--- config.mk ---
export PLATFORM = sky130hd
export DESIGN_NAME = ramio
export DESIGN_NICKNAME = d
export VERILOG_FILES = /design/src/rtl/ramio_pkg.sv /design/src/rtl/ramio_lane.sv /design/src/rtl/ramio.sv
export SDC_FILE = /design/constraint.sdc
export NUM_CORES = 1
export LEC_CHECK = 0
export ABC_AREA = 1
export CORE_UTILIZATION = 48
export CTS_BUF_LIST = sky130_fd_sc_hd__clkbuf_4
export DETAILED_ROUTE_END_ITERATION = 8
export PLACE_DENSITY = 0.8
export SYNTH_ARGS = -nofsm -noshare
export SYNTH_HDL_FRONTEND = slang
export SYNTH_SLANG_ARGS = --single-unit
--- constraint.sdc ---
create_clock -name clk -period 2.6 [get_ports clk]
set_input_delay 0.26 -clock clk [delete_from_list [all_inputs] [get_ports clk]]
set_output_delay 0.26 -clock clk [all_outputs]
set_load 0.02 [all_outputs]
--- src/rtl/ramio_pkg.sv ---
// rtl/ramio_pkg.sv - shared types and constants for the ramio memory access adapter
//
// Purpose: access-size and FSM state enums, word size, straddle helper.
// Ports: none (package).
package ramio_pkg;

  localparam int WORD_BYTES = 4;

  typedef enum logic [1:0] {
    SZ_NONE = 2'b00,
    SZ_BYTE = 2'b01,
    SZ_HALF = 2'b10,
    SZ_WORD = 2'b11
  } size_e;

  typedef enum logic [1:0] {
    ST_IDLE = 2'b00,
    ST_LO   = 2'b01,
    ST_HI   = 2'b10,
    ST_DONE = 2'b11
  } state_e;

  // True when an access of this size at this byte offset crosses into the next word.
  function automatic logic straddles(input size_e size, input logic [1:0] offset);
    return ((size == SZ_HALF) && (offset == 2'd3)) ||
           ((size == SZ_WORD) && (offset != 2'd0));
  endfunction

endpackage

--- src/rtl/ramio_lane.sv ---
// rtl/ramio_lane.sv - byte-lane steering for stores and load extraction/extension
//
// Purpose: combinational lane logic shared by the aligned and split paths.
// Ports:
//   size        access size (none/byte/half/word)
//   offset      byte offset within the word
//   sign        sign-extend loads when set
//   store_word  right-justified store data
//   hi_word     upper word of the {hi, lo} load pair
//   lo_word     lower word of the {hi, lo} load pair
//   mask        8-bit byte mask across the two-word window
//   store_data  store data shifted into its lanes across the two-word window
//   load_data   extracted and extended load result
module ramio_lane
  import ramio_pkg::*;
(
  input  size_e       size,
  input  logic [1:0]  offset,
  input  logic        sign,
  input  logic [31:0] store_word,
  input  logic [31:0] hi_word,
  input  logic [31:0] lo_word,
  output logic [7:0]  mask,
  output logic [63:0] store_data,
  output logic [31:0] load_data
);

  logic [3:0]  base;
  logic [63:0] merged;

  always_comb begin
    base = 4'b0000;
    case (size)
      SZ_BYTE: base = 4'b0001;
      SZ_HALF: base = 4'b0011;
      SZ_WORD: base = 4'b1111;
      default: base = 4'b0000;
    endcase
    mask       = {4'b0000, base} << offset;
    store_data = {32'd0, store_word} << {offset, 3'b000};
    merged     = {hi_word, lo_word} >> {offset, 3'b000};
    load_data  = 32'd0;
    case (size)
      SZ_BYTE: load_data = {{24{sign & merged[7]}}, merged[7:0]};
      SZ_HALF: load_data = {{16{sign & merged[15]}}, merged[15:0]};
      SZ_WORD: load_data = merged[31:0];
      default: load_data = 32'd0;
    endcase
  end

endmodule

--- src/rtl/ramio.sv ---
// rtl/ramio.sv - CPU load/store adapter in front of the SDRAM cache
//
// Purpose: turns byte/half/word accesses at any byte address into word-aligned
// cache accesses with a byte mask; aligned accesses pass straight through,
// word-straddling accesses are split into lo/hi accesses when
// RAMIO_SPLIT_ACCESS_EN is defined, otherwise flagged as misaligned.
// Ports:
//   clk, rst_n                  clock, asynchronous active-low reset
//   enable, address             CPU request valid and byte address
//   write_type, read_type       access sizes; read_type[2] selects sign extension
//   data_in                     right-justified store data
//   data_out, data_out_ready    extended load result and its valid
//   busy, misaligned            CPU hold request, straddle-not-performed flag
//   cache_enable, cache_address, cache_write_enable, cache_data_in   to cache
//   cache_data_out, cache_data_out_ready, cache_busy                 from cache
module ramio
  import ramio_pkg::*;
#(
  parameter int SettleCycles = 1
) (
  input  logic        clk,
  input  logic        rst_n,
  input  logic        enable,
  input  logic [31:0] address,
  input  logic [1:0]  write_type,
  input  logic [2:0]  read_type,
  input  logic [31:0] data_in,
  output logic [31:0] data_out,
  output logic        data_out_ready,
  output logic        busy,
  output logic        misaligned,
  output logic        cache_enable,
  output logic [31:0] cache_address,
  output logic [3:0]  cache_write_enable,
  output logic [31:0] cache_data_in,
  input  logic [31:0] cache_data_out,
  input  logic        cache_data_out_ready,
  input  logic        cache_busy
);

`ifdef RAMIO_SPLIT_ACCESS_EN
  localparam bit SPLIT_EN = 1'b1;
`else
  localparam bit SPLIT_EN = 1'b0;
`endif

  localparam logic [1:0] SETTLE = 2'(SettleCycles);

  state_e      state;
  logic [1:0]  cnt;
  logic [31:0] lo_reg;
  logic [31:0] hi_reg;

  logic        writing, reading, req, straddle, phase_ready;
  size_e       size;
  logic [31:0] word_addr;
  logic [7:0]  mask;
  logic [63:0] store_data;
  logic [31:0] load_data;

  assign writing     = (write_type != 2'b00);
  // A write wins over a simultaneous read.
  assign reading     = !writing && (read_type[1:0] != 2'b00);
  assign req         = enable && (writing || reading);
  assign size        = writing ? size_e'(write_type) : size_e'(read_type[1:0]);
  assign straddle    = straddles(size, address[1:0]);
  assign word_addr   = {address[31:2], 2'b00};
  assign phase_ready = (cnt == 2'd0) && !cache_busy;

  // In Done the load comes from the two captured words; otherwise straight from the cache.
  ramio_lane u_lane (
    .size       (size),
    .offset     (address[1:0]),
    .sign       (read_type[2]),
    .store_word (data_in),
    .hi_word    ((state == ST_DONE) ? hi_reg : 32'd0),
    .lo_word    ((state == ST_DONE) ? lo_reg : cache_data_out),
    .mask       (mask),
    .store_data (store_data),
    .load_data  (load_data)
  );

  always_ff @(posedge clk or negedge rst_n) begin
    if (!rst_n) begin
      state  <= ST_IDLE;
      cnt    <= 2'd0;
      lo_reg <= 32'd0;
      hi_reg <= 32'd0;
    end else begin
      case (state)
        ST_IDLE: begin
          if (SPLIT_EN && req && straddle) begin
            cnt   <= SETTLE;
            state <= ST_LO;
          end
        end
        ST_LO: begin
          if (!enable) begin
            state <= ST_IDLE;
          end else if (cnt != 2'd0) begin
            cnt <= cnt - 2'd1;
          end else if (!cache_busy) begin
            if (reading) lo_reg <= cache_data_out;
            cnt   <= SETTLE;
            state <= ST_HI;
          end
        end
        ST_HI: begin
          if (!enable) begin
            state <= ST_IDLE;
          end else if (cnt != 2'd0) begin
            cnt <= cnt - 2'd1;
          end else if (!cache_busy) begin
            if (reading) hi_reg <= cache_data_out;
            state <= ST_DONE;
          end
        end
        default: state <= ST_IDLE;
      endcase
    end
  end

  // Outputs stay combinational so aligned accesses add no latency and reset
  // clears them immediately.
  always_comb begin
    data_out           = 32'd0;
    data_out_ready     = 1'b0;
    busy               = 1'b0;
    misaligned         = 1'b0;
    cache_enable       = 1'b0;
    cache_address      = 32'd0;
    cache_write_enable = 4'b0000;
    cache_data_in      = 32'd0;
    if (rst_n) begin
      case (state)
        ST_IDLE: begin
          if (req && straddle) begin
            busy       = SPLIT_EN;
            misaligned = !SPLIT_EN;
          end else if (req) begin
            cache_enable       = 1'b1;
            cache_address      = word_addr;
            cache_write_enable = writing ? mask[3:0] : 4'b0000;
            cache_data_in      = store_data[31:0];
            busy               = cache_busy;
            data_out_ready     = reading && cache_data_out_ready;
            data_out           = reading ? load_data : 32'd0;
          end
        end
        ST_LO: begin
          busy               = 1'b1;
          cache_enable       = enable;
          cache_address      = word_addr;
          cache_data_in      = store_data[31:0];
          cache_write_enable = (enable && writing && phase_ready) ? mask[3:0] : 4'b0000;
        end
        ST_HI: begin
          busy               = 1'b1;
          cache_enable       = enable;
          cache_address      = word_addr + 32'd4;
          cache_data_in      = store_data[63:32];
          cache_write_enable = (enable && writing && phase_ready) ? mask[7:4] : 4'b0000;
        end
        default: begin
          data_out_ready = reading;
          data_out       = reading ? load_data : 32'd0;
        end
      endcase
    end
  end

endmodule

### Word-level counts from Yosys, hierarchy flattened

Cells that the tools add are included.

* logic and storage cells: 107
* RAM bits: 0
* memories: 0
* input bits: 106
* bits in latches: 0
* bits in read-only memories: 0
* register bits after elaboration: 68
* output and inout port bits: 104

* eq/ne operators: 15
* $add $sub $neg: 2
* div/mod/pow operators: 0
* shifts and indexed selects: 3
* bitwise operators: 5
* mux-type cells: 53
* multipliers: 0
* reductions and logical operators: 25
* order comparisons: 0

Operator list (number)
* 2-to-1 mux 32 bit: 12
* one-hot mux 32 bit (3 select lines): 3
* one-hot mux 32 bit (2 select lines): 1
* left shift 32 x 5 -> 64 bit: 1
* right shift 64 x 5 -> 32 bit: 1
* adder 32 x 3 -> 32 bit, second input constant: 1
* 2-to-1 mux 2 bit: 12
* 2-to-1 mux 4 bit: 6
* one-hot mux 4 bit (3 select lines): 2
* AND reduction 5 bit: 4
* inequality test 3 bit, second input constant: 5
* 2-to-1 mux 1 bit: 12
* equality test 2 bit, second input constant: 5
* nonzero test 2 bit: 5
* logical AND 1 bit: 9
* left shift 4 x 2 -> 8 bit: 1
* inequality test 2 bit, second input constant: 3
* one-hot mux 1 bit (2 select lines): 3
* one-hot mux 2 bit (3 select lines): 1
* equality test 2 x 1 -> 1 bit, second input constant: 2
* zero test 2 bit: 2
* one-hot mux 2 bit (2 select lines): 1
* inverter 1 bit: 3
* AND 1 bit: 2
* other kinds (4): 6

### Depth between registers and ports, before layout

Gate-level depths: netlist of the first run.

* depth after elaboration: 10
* gate-level depth with buffers: 12
* depth with buffers taken out: 10

### Modules after synthesis

Synthesis of the first run repeated with hierarchy kept, for this count alone.

* cell total of the unflattened synthesis: 1397
* area, all modules: 7668.6 µm²

Modules (own cells, without submodules)
* ramio: area an instance 5442.7 µm², times used 1, sequential area each 1701.6 µm², cells each 900
* ramio_lane: area an instance 2225.9 µm², times used 1, sequential area each 0.0 µm², cells each 497

### Worst setup path before layout of the first run

Ideal clock, no wire load.

* path kind: register -> output
* from: register state[0]
* to: output port data_out[9]
* data arrival time: 1.862 ns
* path slack: 0.478 ns
* data required time: 2.340 ns
* stages on the path, launching flop included: 10
* buffers on the path: 3
* path through: dfrtp_1 > ha_1 > buf_4 > buf_6 > buf_2 > o21ai_0 > nor2_1 > o21ai_0 > nand3_1 > a21oi_1

* longest elaborated chain between the ends: 10
* elaborated cells on any way between the ends: 15
* classes of those cells: eq/ne (3); shift (1); mux (8); bitwise (1); reduce/logical (2)

Ends and longest elaborated chain
* start: declaration: line ramio.sv:49 `state_e state;`
* start signal: assignment: line ramio.sv:85 `state <= ST_IDLE;`
* start signal: assignment: line ramio.sv:94 `state <= ST_LO;`
* start signal: assignment: line ramio.sv:99 `state <= ST_IDLE;`
* equality test 2 bit: line ramio.sv:76, ramio.sv:77
* 2-to-1 mux 32 bit (on tied branches): line ramio.sv:77, ramio.sv:76
* right shift 64 x 5 -> 32 bit: line ramio_lane.sv:41 `merged = {hi_word, lo_word} >> {offset, 3'b000};`
* AND 1 bit: line ramio_lane.sv:44 `SZ_BYTE: load_data = {{24{sign & merged[7]}}, merged[7:0]};`
* one-hot mux 32 bit (3 select lines): line ramio_lane.sv:43 `case (size)`
* 2-to-1 mux 32 bit: line ramio.sv:147, ramio.sv:166
* 2-to-1 mux 32 bit: line ramio.sv:140 `end else if (req) begin`
* 2-to-1 mux 32 bit: line ramio.sv:137 `if (req && straddle) begin`
* one-hot mux 32 bit (2 select lines) *: line ramio.sv:135 `case (state)`
* 2-to-1 mux 32 bit *: line ramio.sv:134 `if (rst_n) begin`
* end: declaration: line ramio.sv:28 `output logic [31:0] data_out,`

Mark *: on every way between the ends. The rest lies on a longest branch, timed or not.

### Worst setup path in the final report of the first run

* from: register state[0]
* to: output port data_out[15]

The elaborated chain is that of the path after synthesis.

==> key figures, run 1 <==
Timing
  • Final worst slack: -42.3 ps
  • Clock skew: 18.1 ps
  • RSZ-0062 raised after global routing: true
  • Min Tclk post-route: 2640 ps
  • Slew margin rel.: 48.7%
  • Hold Fails Final Rpt: 0
  • Worst-margin pin slew: 770 ps
  • Period utilization: 102%
  • Max-slew violations: 0
  • Fmax: 378 MHz
  • Final setup viols: 1

Worst setup path
  • Slack of the worst reg-to-reg path: 540 ps
  • CP endpoint kind: output pin
  • Startpoint Class: register
  • CP Cell Sequence: ha_4 > buf_12 > nand2_1 > nand3_2 > nand3_2 > nand2_2 > nand3_4 > a21oi_1 > clkdlybuf4s15_2
  • Critical path peak fanout: 10
  • Worst path slowest cell: dfrtp_1
  • Arr. time, crit path: 2380 ps
  • Worst path max stage delay: 410 ps
  • CP most frequent cell: nand3_2
  • Setup CP Type: reg2out
  • Critical Path RT: 2340 ps

Die
  • Starting density of the core: 49.8%
  • Die Width: 117 um
  • Die area: 13700 sq um
  • # IOs: 210
  • Die height: 117 um
  • Row count: 41
  • Core area: 12800 sq um

Place
  • Dpl cell area: 9370 sq um
  • Post-DP HPWL: 18.9 mm
  • Routability-driven placement congestion ratio: 0.954
  • Post-Place Cells: 1555
  • Port bufs: 207

Clock tree
  • Inserted Clock Buffers: 9
  • Max clock buf depth: 2
  • Depth of the CTS H-tree: 3
  • CTS tree: done
  • Hold bufs inserted after CTS: 0
  • Root Buffer: clkbuf_4
  • Num Clock Sinks: 60
  • Clk pin slew, worst setup/hold paths: 140 ps
  • Worst-Skew Late Latency: 450 ps

Run
  • Max-cap violations: 0

Power and ir drop
  • Max VDD drop: 0.385 mV
  • Pwr Density: 437 nW/um^2
  • Static leakage: 4.54 nW

Routing
  • Initial DRT Pass Iterations: 5
  • Final wirelength: 26.2 mm
  • Initial DRC count: 998
  • DR WL/cell: 16.6 um
  • Routed Antenna Nets: 0
  • Via count: 8774
  • Via-to-Cell Ratio: 5.55
  • Post-route DRC violation count: 0

Logic synthesis
  • Register area share after synthesis: 23.6%
  • EDFF count, synth: 0
  • Cells after Synth: 1115
  • Synth Flop Type: dfrtp_1
  • Synth Area in Adders: 0.983%
  • Top cell type's share of synthesized area: 23.6%
  • Largest family of logic cells by synthesized area: simple AND/OR/NAND/NOR gates
  • Cell area after synthesis: 6360 sq um
  • Syn avg cell area: 5.71 sq um
  • Synth unique cells: 43
  • Asr flop ratio synth: 100%
  • Post-synthesis xor/xnor area fraction: 0.413%
  • Yosys reg bits: 60
  • Post-synth top area cell: dfrtp_1
  • Synth top area cells: dfrtp_1, nand2_1, o21ai_0
  • Ys Warns: 0
  • Compound-cell area share of the yosys netlist: 21.9%
  • Synth Area in Simple Gates: 40.9%
  • Mux cell area share after synthesis: 1.42%

Global route
  • Vias in the first global route: 7763
  • Largest net degree at the start of global routing: 69
  • Antenna violations before repair: 0
  • Congestion Overflow GR: 0
  • First-pass GRT wire length: 38.4 mm
  • Global router's overall resource usage: 36.1%

Layout
  • Finished Cell Area: 9480 sq um
  • Area grow syn2layout: 49.0%
  • Fin nets: 1514
  • Number of flip-flops in the largest register: 32
  • Register area: 1500 sq um
  • Filler instances: 1139
  • Final Non-Filler Cells: 1580
  • Number of antenna diodes: 0
  • Area of the multi-input gates: 4390 sq um
  • Layout cell share with drive strength beyond 1: 23.5%

Status
  • Failing checks: setup timing
  • Status: complete, but fails checks

Min path
  • Hold Crit Class: in2async
layout by cell type, fill, tap and decap left out, drive strengths merged, types with 17 or more instances in the layout:
cell / count
nand3: 106
clkdlybuf4s50: 103
inv: 87
nor2: 132
dfrtp: 60
or2: 17
clkbuf: 37
o21ai: 178
nand2: 348
buf: 204
a21oi: 59
cells by family after synthesis:
logic type      count (synthesis)
compound gates                263
xor+xnor                        3
fa+ha+maj                       5
buf+inv                       157
flops                          60
mux                             9
other cells                     1
simple gates                  617
repair_timing:
| item | in CTS | in global routing |
|---|---|---|
| setup endpoints to repair | 101 | 90 |
| resized for setup | 318 | 173 |
| cloned | 0 | 5 |
| buffers inserted | 1 | 3 |
| pin swaps | 2 | 4 |
| hold endpoints to repair | 0 | 0 |
metal layers:
metal	vias to the layer above	track usage [%]	wire (um)
li1	4232	-	-
met5	-	0	0
met3	89	6.64	2340
met4	0	16.0	1030
met2	476	60.4	12200
met1	3977	45.5	10600
worst paths after layout:
| path | cells after the start | from | to |
|---|---|---|---|
| max in group asynchronous | 2 | rst_n | cnt[0] |
| worst min-delay path | 2 | rst_n | hi_reg[1] |
| min in group clk | 3 | cache_data_out[25] | lo_reg[25] |
| worst max-delay path | 9 | state[0] | data_out[15] |
| worst min register to register | 2 | lo_reg[31] | lo_reg[31] |
| worst max register to register | 9 | state[0] | state[1] |
worst max-delay path, delay by kind of cell, from the launching register on:
kind | cells | cell delay [ps]
DFF | 1 | 410
buffers and inverters | 2 | 460
adders and majority gates | 1 | 240
and+or+nand+nor | 5 | 530
AOI/OAI and AO/OA | 1 | 290
per-stage QoR:
stage | hold WS [ps] | TNS, ps | worst slack, ps | total power, mW | util, %
global placement | 456 | -6430 | -152 | 3.44 | 73.3
detailed placement | 464 | -8800 | -192 | 3.48 | 73.3
finish | 91.1 | -42.3 | -42.3 | 4.14 | 74.2
global route | 152 | -992 | -99.7 | 4.39 | 74.2
CTS | 114 | -154 | -89.2 | 4.04 | 73.3
floorplan | -35.6 | 0 | 478 | 2.44 | -
cells in the mapped netlist (4+ instances only):
cell / number
a21oi_1: 56
a31oi_1: 7
buf_1: 6
buf_2: 32
buf_4: 9
clkbuf_1: 22
dfrtp_1: 60
ha_1: 5
inv_1: 77
inv_2: 7
mux2i_1: 9
nand2_1: 343
nand3_1: 102
nand4_1: 8
nor2_1: 128
nor3_1: 4
o211ai_1: 8
o21ai_0: 165
o21ai_1: 13
or2_2: 17
area by class of cell:
| cell class | count | area share, % |
|---|---|---|
| Sequential cell | 60 | 15.8 |
| Inverter | 84 | 3.38 |
| Clock buffer | 9 | 0.713 |
| Clock inverter | 7 | 0.633 |
| Tap cell | 172 | 2.27 |
| Timing Repair Buffer | 348 | 30.8 |
| Multi-Input combinational cell | 900 | 46.4 |
power breakdown:
part	leakage (nW)	switching (mW)	total, mW	internal [mW]
combinational	3.65	1.31	2.22	0.902
sequential	0.830	0.132	1.28	1.15
clock	0.0611	0.437	0.646	0.209
Power figures use the tool's default switching activity.
==> run 2, diff against run 1 <==
- CTS_CLUSTER_SIZE: not set -> 30
==> results of run 2 <==
Same layout as run 1: the final DEF is identical, and so are final timing and power.
